===== src/rtl/hazard_scoreboard.sv =====
// Pipeline hazard scoreboard: tracks in-flight writers after decode, selects E-stage
// forwarding sources, and raises decode stalls for load-use and mult/div conflicts.
module hazard_scoreboard #(
  parameter int AW       = 5,
  parameter int NSTG     = 4,
  parameter int LOAD_RDY = 3,
  parameter int MDIV_CYC = 33,
  parameter int FW       = $clog2(NSTG)
) (
  input  logic          CLK,
  input  logic          RESET_N,
  input  logic [AW-1:0] RS_D,
  input  logic [AW-1:0] RT_D,
  input  logic [AW-1:0] DST_D,
  input  logic          WR_D,
  input  logic          LOAD_D,
  input  logic          MDIV_D,
  input  logic          MFHL_D,
  input  logic          FLUSH_E,
  output logic [FW-1:0] FWD_A,
  output logic [FW-1:0] FWD_B,
  output logic          STALL_D,
  output logic          MDIV_BUSY
);

  localparam int CW = $clog2(MDIV_CYC + 1);

  logic [NSTG-1:0] valid_reg;
  logic [NSTG-1:0] wr_reg;
  logic [NSTG-1:0] load_reg;
  logic [AW-1:0]   dst_reg [NSTG];
  logic            mdiv_e_reg;
  logic [AW-1:0]   rs_e_reg;
  logic [AW-1:0]   rt_e_reg;

  logic [CW-1:0]   cnt_reg;
  logic [CW-1:0]   cnt_next;
  logic            busy_reg;

  logic            accept;
  logic            mdiv_launch;
  logic            load_use_stall;
  logic            mdiv_stall;
  logic [NSTG-1:1] cand_a;
  logic [NSTG-1:1] cand_b;
  logic [NSTG-1:0] lu_hit;

  // A decode instruction enters E only when neither held nor killed.
  assign accept = !STALL_D && !FLUSH_E;

  always_ff @(posedge CLK or negedge RESET_N) begin
    if (!RESET_N) begin
      valid_reg  <= '0;
      wr_reg     <= '0;
      load_reg   <= '0;
      for (int s = 0; s < NSTG; s++) begin
        dst_reg[s] <= '0;
      end
      mdiv_e_reg <= 1'b0;
      rs_e_reg   <= '0;
      rt_e_reg   <= '0;
    end else begin
      valid_reg[0] <= accept;
      wr_reg[0]    <= accept && WR_D;
      load_reg[0]  <= accept && LOAD_D;
      dst_reg[0]   <= accept ? DST_D : '0;
      mdiv_e_reg   <= accept && MDIV_D;
      rs_e_reg     <= RS_D;
      rt_e_reg     <= RT_D;
      for (int s = 1; s < NSTG; s++) begin
        valid_reg[s] <= valid_reg[s-1];
        wr_reg[s]    <= wr_reg[s-1];
        load_reg[s]  <= load_reg[s-1];
        dst_reg[s]   <= dst_reg[s-1];
      end
      // A flushed E instruction still advances, but as a dead record.
      if (FLUSH_E) begin
        valid_reg[1] <= 1'b0;
      end
    end
  end

  genvar gi;

  generate
    for (gi = 1; gi < NSTG; gi++) begin : g_fwd
      logic fwd_ok;
      assign fwd_ok     = valid_reg[gi] && wr_reg[gi] && (dst_reg[gi] != '0) &&
                          (!load_reg[gi] || (gi >= LOAD_RDY));
      assign cand_a[gi] = fwd_ok && (dst_reg[gi] == rs_e_reg);
      assign cand_b[gi] = fwd_ok && (dst_reg[gi] == rt_e_reg);
    end

    // Loads whose data will not be forwardable by the time the consumer reaches E.
    for (gi = 0; gi < NSTG; gi++) begin : g_load_use
      assign lu_hit[gi] = valid_reg[gi] && load_reg[gi] && (dst_reg[gi] != '0) &&
                          ((gi + 1) < LOAD_RDY) &&
                          ((dst_reg[gi] == RS_D) || (dst_reg[gi] == RT_D));
    end
  endgenerate

  // Scan from the oldest stage down so the nearest producer overrides.
  always_comb begin
    FWD_A = '0;
    FWD_B = '0;
    for (int s = NSTG - 1; s >= 1; s--) begin
      if (cand_a[s]) FWD_A = FW'(s);
      if (cand_b[s]) FWD_B = FW'(s);
    end
    if (!valid_reg[0]) begin
      FWD_A = '0;
      FWD_B = '0;
    end
  end

  assign mdiv_launch = valid_reg[0] && mdiv_e_reg && !FLUSH_E;

  always_comb begin
    cnt_next = cnt_reg;
    if (mdiv_launch) begin
      cnt_next = CW'(MDIV_CYC);
    end else if (cnt_reg != '0) begin
      cnt_next = cnt_reg - CW'(1);
    end
  end

  always_ff @(posedge CLK or negedge RESET_N) begin
    if (!RESET_N) begin
      cnt_reg  <= '0;
      busy_reg <= 1'b0;
    end else begin
      cnt_reg  <= cnt_next;
      busy_reg <= (cnt_next != '0);
    end
  end

  assign MDIV_BUSY      = busy_reg;
  assign load_use_stall = |lu_hit;
  assign mdiv_stall     = (MFHL_D || MDIV_D) && (busy_reg || (valid_reg[0] && mdiv_e_reg));
  assign STALL_D        = load_use_stall || mdiv_stall;

endmodule


===== config.mk =====
export PLATFORM = sky130hd
export DESIGN_NAME = hazard_scoreboard
export DESIGN_NICKNAME = d
export VERILOG_FILES = /design/src/rtl/hazard_scoreboard.sv
export SDC_FILE = /design/constraint.sdc
export NUM_CORES = 1
export LEC_CHECK = 0
export BUFFER_PORTS_ARGS = -buffer_cell sky130_fd_sc_hd__clkbuf_2
export CAP_MARGIN = 5
export CELL_PAD_IN_SITES_DETAIL_PLACEMENT = 1
export CELL_PAD_IN_SITES_GLOBAL_PLACEMENT = 2
export CORE_MARGIN = 2
export CORE_UTILIZATION = 42
export DETAILED_ROUTE_END_ITERATION = 16
export PLACE_DENSITY_LB_ADDON = 0.25
export SETUP_SLACK_MARGIN = 0.05
export SLEW_MARGIN = 20
export SYNTH_ARGS = -nofsm -noshare
export SYNTH_HDL_FRONTEND = slang
export SYNTH_SLANG_ARGS = --single-unit

===== constraint.sdc =====
create_clock -name CLK -period 4.1 [get_ports CLK]
set_input_delay 0.615 -clock CLK [delete_from_list [all_inputs] [get_ports CLK]]
set_output_delay 0.615 -clock CLK [all_outputs]
set_load 0.02 [all_outputs]

==> results by group <==
Global route
  • Initial antenna violation count: 0
  • Largest net degree at the start of global routing: 50
  • Vias in the first global route: 1775
  • Global Route met3 Usage: 0.0356
  • Met1 Use GR: 0.236
  • First-pass GRT wire length: 8.79 mm
  • Total GRT Usage: 0.189
  • Global route overflow: 0
  • GRT Max-Usage Layer: met2
  • M2 GR Usage: 0.322

Clock network
  • CTS Buffer Depth: 2
  • CTS Sinks: 49
  • Clock-pin slew on the worst setup and hold paths: 0.09 ns
  • CTS Hold Bufs: 0
  • Worst skew pair latency: 0.30 ns
  • Clk root buf: clkbuf_8
  • CTS H-tree lvls: 2
  • Setup Fix Bufs, Post-CTS: 0
  • PostCTS Resize Cnt: 0
  • Inserted Clock Buffers: 5
  • CTS tree: done

Drt
  • Initial DRC Count: 82
  • Per-cell routed wire length: 17.6 µm
  • Vias per cell: 5.16
  • Initial DRT Pass Iterations: 4
  • Remaining DRCs: 0
  • Routed wire length: 5.20 mm
  • Via count: 1521
  • Antenna-violating nets left: 0

Final layout
  • Max reg flops: 20
  • Final core occ: 0.483
  • Layout cell share with drive strength beyond 1: 0.229
  • ANT cells: 0
  • Net count, final: 246
  • Area growth from synthesis to layout: 12.6%

Logic synthesis
  • Post-synth top area share: 0.525
  • Synth Area in XOR/XNOR: 0.199
  • Yosys cell types: 37
  • Largest family of logic cells by synthesized area: XOR/XNOR gates
  • Yosys top cell by area: dfrtp_1
  • Complex-gate fraction of the synthesized area: 0.0707
  • Syn Nets: 217
  • Cell Area, Synth: 2330 µm²
  • FF+latch count, synth: 49
  • Sequential area share after synthesis: 0.525
  • Post-synthesis mux area share: 0
  • Dominant cells by area after synthesis: dfrtp_1 53%, xor2_1 12%, xnor2_1 7.5%, nor4b_2 5.1%, nor2_1 1.8%
  • Area share of fa/ha/maj cells after synthesis: 0.0107
  • Ys Warns: 0
  • Post-Synth Simple-Gate Area: 0.171
  • Post-Syn Instances: 193
  • Mapped Avg Cell Area: 12.1 µm²

Placed design
  • Hpwl dp: 4.09 mm
  • Placer congestion estimate: 0.861
  • IO buf count: 27

Min path
  • Endpoint, Worst Hold: wr_reg[1]
  • Hold Startpoint: wr_reg[0]
  • Hold path cells: 0
  • Worst Hold Class: reg -> reg

Setup path
  • Reg2reg setup slack: 2.28 ns
  • Arr. time, crit path: 2.22 ns
  • WS Path Type: reg -> out
  • Startpoint types: flop
  • Critical Path Fanout Max: 6
  • Worst R2R Start: dst_reg[12]
  • R2R depth: 5
  • Crit end category: primary output
  • R2r endpoint: dst_reg[18]
  • Critical Path RT: 3.48 ns

Timing
  • Fmax: 353 MHz
  • Post-route setup TNS: 0 ns
  • Worst slew pin tran: 0.910 ns
  • Max-Slew Margin vs Limit: 0.391
  • Tcrit/Tclk final: 0.691
  • Final Hold Viols: 0
  • Setup Viol. Count Final: 0
  • Clock skew: 0.00450 ns
  • Min Tclk post-route: 2.83 ns
  • Pins Over Slew Limit: 0
  • RSZ-0062 raised after global routing: false

Pwr
  • Worst VDD drop: 0.000214 V
  • Leakage: 1.23 nW
  • Power density over the cells: 460 nW/µm²

Die
  • DIE AREA: 6170 µm²
  • Ports: 28
  • Core Box Area: 5440 µm²
  • Initial core utilization: 0.429
  • Die Wd: 78.6 µm
  • Rows: 27
  • Die Height: 78.6 µm

Flow run
  • Max cap viols: 0

Outcome
  • Run status: complete, no violations
[how the worst max path moves through the flow]
stage | startpoint | end | slack [ns] | cells past startpoint
5_1_grt | dst_reg[12] | STALL_D | 1.10 | 6
4_1_cts | dst_reg[10] | FWD_B[1] | 1.23 | 5
3_5_place_dp | RT_D[2] | STALL_D | 1.36 | 7
6_report | dst_reg[10] | FWD_B[1] | 1.27 | 5
3_3_place_gp | RT_D[2] | STALL_D | 1.47 | 7
2_1_floorplan | dst_reg[10] | FWD_B[1] | 1.63 | 5
[through the flow]
stage | power, mW | worst slack, ns | cell area, µm² | hold WS [ns] | std cells
floorplan | 0.826 | 1.63 | 2330 | 0.319 | 193
global placement | 0.888 | 1.47 | 2530 | 0.339 | 287
detailed placement | 0.922 | 1.36 | 2530 | 0.349 | 287
CTS | 1.22 | 1.23 | 2630 | 0.363 | 295
global route | 1.29 | 1.10 | 2630 | 0.370 | 295
finish | 1.21 | 1.27 | 2630 | 0.364 | 295
[synthesized netlist by cell type (all sizes together)]
cell / instances
or4: 4
o21ai: 2
inv: 5
dfrtp: 49
o21ba: 1
o21a: 2
nand2b: 1
o211a: 1
nor2: 11
nor4: 4
xor2: 33
nand4: 2
nor4b: 8
and3: 1
ha: 2
o32ai: 1
buf: 5
a22oi: 2
nor3: 9
nand3: 7
o2111ai: 2
o311a: 1
clkbuf: 1
nand2: 10
or2: 1
o211ai: 1
a21oi: 1
a211o: 1
a211oi: 1
or3: 2
xnor2: 20
nor2b: 1
nand3b: 1
[critical path: stages (launching register included)]
cell and delay, ns:
dfrtp_1 0.50, or4_4 0.60, o2111ai_1 0.29, nor4_1 0.14, nor3_1 0.19, clkbuf_2 0.19
[cell type report]
class	instances	area, µm²
fillers	587	2810
well taps	72	90.1
multi-input cells	133	1050
clock inverters	2	13.8
inverters	5	18.8
clock buffers	6	82.6
flip-flops and latches	49	1230
repair buffers	28	143
[power by group]
group	internal, mW	switching (mW)	total [mW]
registers	0.547	0.0767	0.624
clock network	0.137	0.165	0.302
logic	0.128	0.155	0.283
[metal layers]
layer  share of wire  vias up
met5               0        -
met4           0.021        0
met3           0.023        9
met2            0.52       23
met1            0.44      769
li1                -      720
[cells in the final DEF, fill, tap and decap left out, types with 4 or more instances in the layout]
cell	n
xnor2_1	20
nor2_1	11
xor2_1	33
nand2_1	10
nor4_1	4
nor4b_2	8
inv_1	5
clkbuf_2	27
dfrtp_1	49
clkbuf_8	6
nor3_1	8
nand3_1	7
[cells by family after synthesis]
family,after synthesis
simple gates,62
xor+xnor,53
flops,49
compound gates,16
buf+inv,11
fa+ha+maj,2
No activity file was read; power rests on OpenSTA's default activity.
